--- src/rtl/sprite_pkg.sv ---
// Shared constants, sprite ROM entry layout and scheduler state encoding
// for the sprite draw scheduler.
package sprite_pkg;

  localparam int SCREEN_W = 160;
  localparam int SCREEN_H = 120;

  localparam int DX_MSB  = 15;
  localparam int DX_LSB  = 11;
  localparam int DY_MSB  = 10;
  localparam int DY_LSB  = 6;
  localparam int COL_MSB = 5;
  localparam int COL_LSB = 3;
  localparam int RSV_MSB = 2;
  localparam int RSV_LSB = 1;
  localparam int OPQ_BIT = 0;

  typedef enum logic [1:0] {
    ST_IDLE,
    ST_DRAW,
    ST_DRAIN,
    ST_DONE
  } state_t;

  // Coordinates arrive one bit wider than the screen so overflow clips instead of wrapping.
  function automatic logic on_screen(input logic [8:0] px, input logic [7:0] py);
    return (px < 9'(SCREEN_W)) && (py < 8'(SCREEN_H));
  endfunction

endpackage

--- src/rtl/sprite_draw_scheduler_rr_arbiter.sv ---
// Round-robin arbiter: grants the first asserted request at or after the
// pointer, wrapping around.
module rr_arbiter #(
  parameter int N     = 4,
  parameter int PTR_W = $clog2(N)
) (
  input  logic [N-1:0]     req_i,
  input  logic [PTR_W-1:0] ptr_i,
  output logic [N-1:0]     gnt_o,
  output logic [PTR_W-1:0] idx_o,
  output logic             valid_o
);

  always_comb begin
    int unsigned j;
    j       = 0;
    gnt_o   = '0;
    idx_o   = '0;
    valid_o = 1'b0;
    for (int unsigned i = 0; i < N; i++) begin
      j = (32'(ptr_i) + i) % N;
      if (!valid_o && req_i[j]) begin
        valid_o  = 1'b1;
        gnt_o[j] = 1'b1;
        idx_o    = PTR_W'(j);
      end
    end
  end

endmodule

--- src/rtl/sprite_draw_scheduler.sv ---
// Shares one sprite ROM port and the VGA pixel write port among NUM_REQ
// sprite drawers: arbitrates, sequences ROM addresses and emits clipped pixels.
module sprite_draw_scheduler
  import sprite_pkg::*;
#(
  parameter int NUM_REQ = 4,
  parameter int ADDR_W  = 10,
  parameter int ENTRY_W = 16
) (
  input  logic                      clock,
  input  logic                      reset,
  input  logic [NUM_REQ-1:0]        req,
  input  logic [NUM_REQ-1:0]        req_erase,
  input  logic [8*NUM_REQ-1:0]      req_x,
  input  logic [7*NUM_REQ-1:0]      req_y,
  input  logic [ADDR_W*NUM_REQ-1:0] req_base,
  input  logic [ADDR_W*NUM_REQ-1:0] req_len,
  output logic [NUM_REQ-1:0]        grant,
  output logic                      done,
  output logic                      busy,
  output logic [ADDR_W-1:0]         rom_addr,
  input  logic [ENTRY_W-1:0]        rom_data,
  output logic [7:0]                x,
  output logic [6:0]                y,
  output logic [2:0]                colour,
  output logic                      writeEn
);

  localparam int PTR_W = $clog2(NUM_REQ);

  state_t              state_q;
  logic [NUM_REQ-1:0]  grant_q;
  logic [PTR_W-1:0]    ptr_q;
  logic [ADDR_W-1:0]   rom_addr_q, cnt_q, len_q;
  logic [7:0]          org_x_q, x_q;
  logic [6:0]          org_y_q, y_q;
  logic [2:0]          colour_q;
  logic                erase_q, drain_q, vld_q, done_q, we_q;

  logic [NUM_REQ-1:0]  arb_gnt;
  logic [PTR_W-1:0]    arb_idx;
  logic                arb_valid;

  rr_arbiter #(.N(NUM_REQ), .PTR_W(PTR_W)) u_arb (
    .req_i   (req),
    .ptr_i   (ptr_q),
    .gnt_o   (arb_gnt),
    .idx_o   (arb_idx),
    .valid_o (arb_valid)
  );

  logic [7:0]        sel_x;
  logic [6:0]        sel_y;
  logic [ADDR_W-1:0] sel_base, sel_len;
  logic              sel_erase;

  always_comb begin
    sel_x     = '0;
    sel_y     = '0;
    sel_base  = '0;
    sel_len   = '0;
    sel_erase = 1'b0;
    for (int unsigned i = 0; i < NUM_REQ; i++) begin
      if (arb_gnt[i]) begin
        sel_x     = req_x[i*8 +: 8];
        sel_y     = req_y[i*7 +: 7];
        sel_base  = req_base[i*ADDR_W +: ADDR_W];
        sel_len   = req_len[i*ADDR_W +: ADDR_W];
        sel_erase = req_erase[i];
      end
    end
  end

  logic [8:0] px;
  logic [7:0] py;
  logic       pix_we;
  logic       unused_rsvd;

  assign px          = {1'b0, org_x_q} + 9'(rom_data[DX_MSB:DX_LSB]);
  assign py          = {1'b0, org_y_q} + 8'(rom_data[DY_MSB:DY_LSB]);
  assign pix_we      = vld_q && rom_data[OPQ_BIT] && on_screen(px, py);
  assign unused_rsvd = ^rom_data[RSV_MSB:RSV_LSB];

  // vld_q marks cycles where rom_data holds an entry addressed during DRAW.
  always_ff @(posedge clock) begin
    if (reset) begin
      state_q    <= ST_IDLE;
      grant_q    <= '0;
      ptr_q      <= '0;
      rom_addr_q <= '0;
      cnt_q      <= '0;
      len_q      <= '0;
      org_x_q    <= '0;
      org_y_q    <= '0;
      erase_q    <= 1'b0;
      drain_q    <= 1'b0;
      vld_q      <= 1'b0;
      done_q     <= 1'b0;
      we_q       <= 1'b0;
      x_q        <= '0;
      y_q        <= '0;
      colour_q   <= '0;
    end else begin
      done_q <= 1'b0;
      vld_q  <= 1'b0;
      case (state_q)
        ST_IDLE: begin
          if (arb_valid) begin
            state_q    <= ST_DRAW;
            grant_q    <= arb_gnt;
            org_x_q    <= sel_x;
            org_y_q    <= sel_y;
            erase_q    <= sel_erase;
            len_q      <= sel_len;
            rom_addr_q <= sel_base;
            cnt_q      <= '0;
            ptr_q      <= PTR_W'((32'(arb_idx) + 1) % NUM_REQ);
          end
        end
        ST_DRAW: begin
          if (len_q == '0) begin
            state_q <= ST_DONE;
            done_q  <= 1'b1;
          end else begin
            vld_q <= 1'b1;
            if (cnt_q == len_q - ADDR_W'(1)) begin
              state_q <= ST_DRAIN;
              drain_q <= 1'b0;
            end else begin
              cnt_q      <= cnt_q + ADDR_W'(1);
              rom_addr_q <= rom_addr_q + ADDR_W'(1);
            end
          end
        end
        ST_DRAIN: begin
          if (drain_q) begin
            state_q <= ST_DONE;
            done_q  <= 1'b1;
          end else begin
            drain_q <= 1'b1;
          end
        end
        ST_DONE: begin
          state_q <= ST_IDLE;
          grant_q <= '0;
        end
        default: state_q <= ST_IDLE;
      endcase

      we_q <= pix_we;
      if (pix_we) begin
        x_q      <= px[7:0];
        y_q      <= py[6:0];
        colour_q <= erase_q ? 3'b000 : rom_data[COL_MSB:COL_LSB];
      end
    end
  end

  assign grant    = grant_q;
  assign done     = done_q;
  assign busy     = (state_q != ST_IDLE);
  assign rom_addr = rom_addr_q;
  assign x        = x_q;
  assign y        = y_q;
  assign colour   = colour_q;
  assign writeEn  = we_q;

endmodule
--- config.mk ---
export PLATFORM = sky130hd
export DESIGN_NAME = sprite_draw_scheduler
export DESIGN_NICKNAME = d
export VERILOG_FILES = /design/src/rtl/sprite_pkg.sv /design/src/rtl/sprite_draw_scheduler_rr_arbiter.sv /design/src/rtl/sprite_draw_scheduler.sv
export SDC_FILE = /design/constraint.sdc
export NUM_CORES = 1
export LEC_CHECK = 0
export ABC_AREA = 1
export CAP_MARGIN = 10
export CORE_MARGIN = 2
export CORE_UTILIZATION = 50
export CTS_CLUSTER_SIZE = 40
export DETAILED_ROUTE_END_ITERATION = 7
export HOLD_SLACK_MARGIN = 0.1
export PLACE_DENSITY = 0.88
export SLEW_MARGIN = 20
export SYNTH_ARGS = -nofsm -noshare
export SYNTH_HDL_FRONTEND = slang
export SYNTH_HIERARCHICAL = 1
export SYNTH_SLANG_ARGS = --single-unit
--- constraint.sdc ---
create_clock -name clock -period 5.7 [get_ports clock]
set_input_delay 1.14 -clock clock [delete_from_list [all_inputs] [get_ports clock]]
set_output_delay 1.14 -clock clock [all_outputs]
set_load 0.005 [all_outputs]
Word level (Yosys, flattened, before mapping)
Cells that the tools add are included.
{"block": "totals", "inputBits": 166, "rom_bits": 0, "ram_bits": 0, "latch_bits": 0, "n_memories": 0, "register_bits": 76}
{"block": "op_classes", "div_mod_pow": 0, "reduce_logical": 25, "n_shift": 0, "n_mul": 0, "n_eq_ne": 10, "mux": 71, "bitwise": 4, "n_addsub": 9, "n_lt_le_gt_ge": 10}
{"operator": "$mux 10", "count": 14}
{"operator": "$pmux 10 s2", "count": 2}
{"operator": "$mux 8", "count": 4}
{"operator": "$mux 7", "count": 4}
{"operator": "$mux 1", "count": 21}
{"operator": "$add 10x1->10 const B", "count": 2}
{"operator": "$mux 4", "count": 5}
{"operator": "$mux 2", "count": 8}
{"operator": "$lt 2x3->1 const B", "count": 4}
{"operator": "$or 4x4->4", "count": 3}
{"operator": "$eq 10x10->1", "count": 1}
{"operator": "$logic_and 1x1->1", "count": 10}
{"operator": "$logic_not 10->1", "count": 1}
{"operator": "$ne 2x2->1 const B", "count": 5}
{"operator": "$sub 10x1->10 const B", "count": 1}
{"operator": "$add 8x5->9", "count": 1}
{"operator": "$lt 9x8->1 const B", "count": 1}
{"operator": "$add 7x5->8", "count": 1}
{"operator": "$bmux 1 s2", "count": 4}
{"operator": "$demux 1 s2", "count": 4}
{"operator": "$ge 2x1->1 const B", "count": 4}
{"operator": "$lt 8x7->1 const B", "count": 1}
{"operator": "$pmux 2 s4", "count": 1}
{"operator": "$pmux 4 s2", "count": 1}
{"operator": "other kinds (15)", "count": 26}

Longest topological paths before layout
{"block": "depth", "ltp_word": 18, "mapped_depth": 19}

Cells and area by module
Netlist, hierarchy kept.
{"mod": "sprite_draw_scheduler", "seq_area_each_um2": 1521.5, "n_inst": 1, "area_each_um2": 5211.2, "cells_each": 798}
{"mod": "rr_arbiter", "seq_area_each_um2": 0.0, "n_inst": 1, "area_each_um2": 435.4, "cells_each": 74}

Least setup slack after synthesis
OpenSTA, ideal clock, no wires.
{"block": "synth_timing", "kind": "input-to-reg", "startpoint": "input port req[3]", "endpoint": "register rom_addr_q[9], in the netlist rom_addr[9]", "required_time_ps": 5587, "stages": 15, "path_slack_ps": 2701, "t_arrival_ps": 2886, "path_cell_list": "inv_1 > nand2_1 > nand3_2 > nand2_4 > nor2_4 > buf_6 > nand4_1 > nand3_1 > clkbuf_1 > buf_1 > o21ai_0 > o21ai_0 > nand2_1 > nor2_1 > nor2_1"}
{"block": "synth_between", "word_cells_on_any_way": 33, "cone_classes": "eq/ne: 1; mux: 22; bitwise: 3; reduce/logical: 7"}
{"item": "start, declared", "line_no": "sprite_draw_scheduler.sv:12", "text": "input logic [NUM_REQ-1:0] req,"}
{"item": "$bmux 1 s2", "line_no": "sprite_draw_scheduler_rr_arbiter.sv:22", "text": "if (!valid_o && req_i[j]) begin"}
{"item": "$mux 1 (not written as such)", "line_no": "sprite_draw_scheduler_rr_arbiter.sv:22"}
{"item": "$mux 1", "line_no": "sprite_draw_scheduler_rr_arbiter.sv:22"}
{"item": "$logic_not 1->1", "line_no": "sprite_draw_scheduler_rr_arbiter.sv:22"}
{"item": "$logic_and 1x1->1", "line_no": "sprite_draw_scheduler_rr_arbiter.sv:22"}
{"item": "$mux 1", "line_no": "sprite_draw_scheduler_rr_arbiter.sv:22"}
{"item": "$logic_not 1->1", "line_no": "sprite_draw_scheduler_rr_arbiter.sv:22"}
{"item": "$logic_and 1x1->1", "line_no": "sprite_draw_scheduler_rr_arbiter.sv:22"}
{"item": "$mux 1", "line_no": "sprite_draw_scheduler_rr_arbiter.sv:22"}
{"item": "$logic_not 1->1", "line_no": "sprite_draw_scheduler_rr_arbiter.sv:22"}
{"item": "$logic_and 1x1->1", "line_no": "sprite_draw_scheduler_rr_arbiter.sv:22"}
{"item": "$mux 4 *", "line_no": "sprite_draw_scheduler_rr_arbiter.sv:22"}
{"item": "named net arb_gnt[2]", "line_no": "sprite_draw_scheduler.sv:40", "text": "logic [NUM_REQ-1:0] arb_gnt;"}
{"item": "$mux 10 * (2 in a row)", "line_no": "sprite_draw_scheduler.sv:64", "text": "if (arb_gnt[i]) begin"}
{"item": "$mux 10 *", "line_no": "sprite_draw_scheduler.sv:108", "text": "if (arb_valid) begin"}
{"item": "$pmux 10 s2 *", "line_no": "sprite_draw_scheduler.sv:106", "text": "case (state_q)"}
{"item": "end signal, assigned", "line_no": "sprite_draw_scheduler.sv:115", "text": "rom_addr_q <= sel_base;"}
{"item": "end signal, assigned", "line_no": "sprite_draw_scheduler.sv:131", "text": "rom_addr_q <= rom_addr_q + ADDR_W'(1);"}
{"item": "end, declared", "line_no": "sprite_draw_scheduler.sv:34", "text": "logic [ADDR_W-1:0] rom_addr_q, cnt_q, len_q;"}
The timed path passes the listed nets; every way through them passes the cells marked *. The select of a mux whose other input is x is not followed.
A chain may end at the register's enable or synchronous reset.

Worst setup path after layout
{"block": "layout_timing", "startpoint": "input port req[3]", "endpoint": "register rom_addr_q[4], in the netlist rom_addr[4]"}
{"block": "layout_between", "elab_chain_cells": 18, "word_cells_on_any_way": 33, "cone_classes": "eq/ne: 1; mux: 22; bitwise: 3; reduce/logical: 7"}
{"item": "$bmux 1 s2", "line_no": "sprite_draw_scheduler_rr_arbiter.sv:22"}
{"item": "$mux 1 (not written as such)", "line_no": "sprite_draw_scheduler_rr_arbiter.sv:22"}
{"item": "$mux 1", "line_no": "sprite_draw_scheduler_rr_arbiter.sv:22"}
{"item": "$logic_not 1->1", "line_no": "sprite_draw_scheduler_rr_arbiter.sv:22"}
{"item": "$logic_and 1x1->1", "line_no": "sprite_draw_scheduler_rr_arbiter.sv:22"}
{"item": "$mux 1", "line_no": "sprite_draw_scheduler_rr_arbiter.sv:22"}
{"item": "$logic_not 1->1", "line_no": "sprite_draw_scheduler_rr_arbiter.sv:22"}
{"item": "$logic_and 1x1->1", "line_no": "sprite_draw_scheduler_rr_arbiter.sv:22"}
{"item": "$mux 1", "line_no": "sprite_draw_scheduler_rr_arbiter.sv:22"}
{"item": "$logic_not 1->1", "line_no": "sprite_draw_scheduler_rr_arbiter.sv:22"}
{"item": "$logic_and 1x1->1", "line_no": "sprite_draw_scheduler_rr_arbiter.sv:22"}
{"item": "$mux 4 *", "line_no": "sprite_draw_scheduler_rr_arbiter.sv:22"}
{"item": "named net arb_gnt[0]", "line_no": "sprite_draw_scheduler.sv:40"}
{"item": "$mux 10 * (4 in a row)", "line_no": "sprite_draw_scheduler.sv:64"}
{"item": "$mux 10 *", "line_no": "sprite_draw_scheduler.sv:108"}
{"item": "$pmux 10 s2 *", "line_no": "sprite_draw_scheduler.sv:106"}
Marks and branches as above.

==> run metrics <==
final instance area=0.00797 mm²; DRC=0; FF-to-FF End=rom_addr[4]; Worst Skew=roughly 9.6 ps; RD Place Congestion=0.913; critical path launch point type=input pin; Comb power frac=approximately two thirds; final WL=18900 µm; Synth area leaders=dfxtp_1, nand2_1, a21oi_1, inv_1, ha_1; clock network power share=13.3%; Via Count=6688; H-tree levels=3; crit path kind=in2reg; WL/cell=15.9 µm; status=finished, final reports clean; CP max stage delay=~430 ps; Slew Limit Headroom=about 29%; routed vias/inst=~5.6; Resized Gates After CTS=0; Final Cycle Share=between 60 and 70%; CP arrival=about 4200 ps; Antenna Violating Nets Remaining=0; Compound-Gate Fraction of Synth Area=between 20% and 30%; Syn Inst Count=a little under 900; setup_tns=0 ps; final core utilization=~73%; first-pass GRT wire length=29500 µm; clk sink count=76; RSZ-0062 raised after global routing=false; Max Slew Vio Count=0; CTS tree=built; Core Area=about 0.011 mm²; Achievable Freq=255 MHz; Die Area=0.0122 mm²; setup violators final=0; crit path cell chain=clkdlybuf4s50_1 -> inv_1 -> nand2_1 -> nand3_2 -> nand2_4 -> nor2_4 -> nand4_1 -> nand3_1 -> inv_1 -> nor2_2 -> buf_4 -> nand2_1 -> nand2_1 -> o21ai_0 -> o21ai_0 -> a21oi_1 -> nand4_1 -> nand2_1 -> nor2_1; Final WS setup=approximately 1800 ps; switching power=between 2 and 2.5 mW; Synth cell types=41; Max Root-Sink Buffers=2; CP most frequent cell=nand2_1; adder and majority gate portion of the synthesized area=about 5.6%; Yosys top cell area share=between 20 and 30%; Seq/Total Area, Yosys=between 20% and 30%; post-layout net count=around 1200; LEAKAGE=~3.3 nW; Initial Util=~52%; simple-gate share of the synthesized area=31.4%; share of cells above drive strength 1=5.83%; DP HPWL=roughly 14000 µm; starting DRC count in detailed routing=between 500 and 600; vias in the first global route=6172; FF-to-FF Start=ptr_q[0]; synth warn=6; Hold Path Sink=colour[1]; DR pass1 iterations=5; main combinational cell family by area after synthesis=simple AND/OR/NAND/NOR gates; I/O pins=201; MaxCap Viol Count=0; clock slew at reported path FFs=60 ps; pre-CTS setup slack=1540 ps; largest net degree at the start of global routing=44; HP Class=reg2reg; post-synthesis mux area share=0%; Die Ht=around 110 µm; Pwr per Cell Area=~550 mW/mm²; CP Capture Type=flop; CTS root buf=clkbuf_16; Post-Syn Area per Cell=about 6.5 µm²; Mapped Area=roughly 0.0056 mm²; grt ovf=0; Final Critical Period=3930 ps; hold path start=colour[1]; CP max stage cell=clkdlybuf4s50_1; Site Rows=38; final hold vios=0; initial antenna violation count=0; Layout area overhead=41.1%; gr usage total=31.4%; Worst VDD drop=about 0.00035 V; worst hold stages=2; clk_lat worst skew=~350 ps; Area after DPL=between 0.007 and 0.008 mm²; Yosys reg bits=76; leading area contributor after synthesis=dfxtp_1; Sw Share=between 50 and 60%; port bufs=just under 200; Flop pwr share=18.4%; Slew @ Worst Pin=1070 ps; post-synthesis xor/xnor area fraction=3.41%; reg2reg setup slack=just over 2000 ps; hold_buf cts=0; worst endpoint required time=around 6000 ps; syn_nets=roughly 1100; Post-CTS Setup Bufs=0; # diodes=0; cell-internal power=2.18 mW; die width=~110 µm; crit path max fanout=27; TritonCTS buffer count=9; FF-to-FF path depth=19
==> stage by stage <==
step,instances,total power [mW],hold slack (ps)
after floorplan,872,2.95,442
after global placement,1170,3.70,447
after detailed placement,1170,3.76,457
after CTS,1186,4.38,468
after global routing,1186,4.79,485
final,1186,4.40,469
==> synth_stat cells <==
library cell and number:
dfxtp_1 76, buf_1 7, nand2b_1 1, ha_1 22
nand4_1 36, o21ai_0 47, buf_4 2, fa_1 2
nor3b_1 2, clkbuf_2 1, o22ai_1 4, nor4_1 1
nand3_4 1, a221o_1 12, or2_2 2, nor2_4 1
nand4_4 1, a221oi_1 14, xor2_1 10, nand2_4 1
inv_2 6, a21oi_1 103, a31oi_1 2, nand3_1 44
buf_2 4, nand2_1 213, a21boi_0 4, nand3_2 3
buf_6 3, xnor2_1 12, o211ai_1 27, nor3_1 3
clkbuf_1 32, nor2_2 7, nand2_2 10, a21oi_2 3
a22oi_1 2, o21ai_1 2, inv_1 76, nor2_1 72
or2_1 1
==> state kept, by name (all words and copies together) (netlist names), 2 cells and up <==
register  flops
cnt_q        10
colour        3
grant         4
len_q        10
org_x_q       8
org_y_q       7
ptr_q         2
rom_addr     10
state_q       2
x             8
y             7
==> power by group through the flow <==
stage	combinational, mW	clock [mW]	sequential [mW]
after CTS	2.98	0.589	0.806
after global placement	2.89	0	0.813
after global routing	3.35	0.612	0.827
final	3.01	0.586	0.810
after detailed placement	2.94	0	0.815
after floorplan	2.16	0	0.793
==> layer usage <==
| metal | vias to the layer above | global-route usage (%) | part of all wire (%) |
|---|---|---|---|
| met2 | 294 | 53.0 | 48 |
| met1 | 3046 | 37.9 | 40 |
| li1 | 3308 | - | - |
| met3 | 40 | 8.17 | 8.6 |
| met4 | 0 | 12.9 | 3.5 |
| met5 | - | 0 | 0 |
==> critical path, delay by kind of cell <==
| kind | cells | cell delay [ps] |
|---|---|---|
| simple gates | 12 | 1720 |
| compound gates | 3 | 370 |
| buf+inv | 4 | 960 |
==> worst max path at each step <==
stage	startpoint	endpoint	cells past startpoint
2_1_floorplan	req[3]	rom_addr[9]	15
3_3_place_gp	req[3]	rom_addr[8]	19
3_5_place_dp	req[3]	rom_addr[8]	19
4_1_cts	req[3]	rom_addr[4]	19
5_1_grt	req[3]	rom_addr[4]	19
6_report	req[3]	rom_addr[4]	19
==> layout by cell type, fill, tap and decap left out, drive strengths merged, types with 2 or more instances in the layout <==
cell           netlist  final
clkinv               0      2
clkdlybuf4s50        0    198
clkbuf              33     12
a22oi                2      2
a21boi               4      4
o211ai              27     27
nor2                80     80
a31oi                2      2
nand2              224    224
a221o               12     12
nor3                 3      3
nand3               48     48
or2                  3      3
a221oi              14     14
ha                  22     22
dfxtp               76     76
o22ai                4      4
fa                   2      2
nand4               37     37
inv                 82     82
xnor2               12     12
buf                 16      9
a21oi              106    106
xor2                10     10
o21ai               49     49
nor3b                2      2
==> cell type report <==
class / count / area (µm²)
Clock buffer: 12 / 256
Clock inverter: 4 / 47.5
Fill cell: 920 / 2970
Inverter: 82 / 308
Multi-Input combinational cell: 665 / 3610
Sequential cell: 76 / 1520
Tap cell: 140 / 175
Timing Repair Buffer: 207 / 2050
==> cells by family after synthesis <==
| group | Yosys count |
|---|---|
| xor+xnor | 22 |
| fa+ha+maj | 24 |
| buf+inv | 131 |
| flops | 76 |
| simple gates | 399 |
| compound gates | 220 |
(Power assumes the default switching activity.)
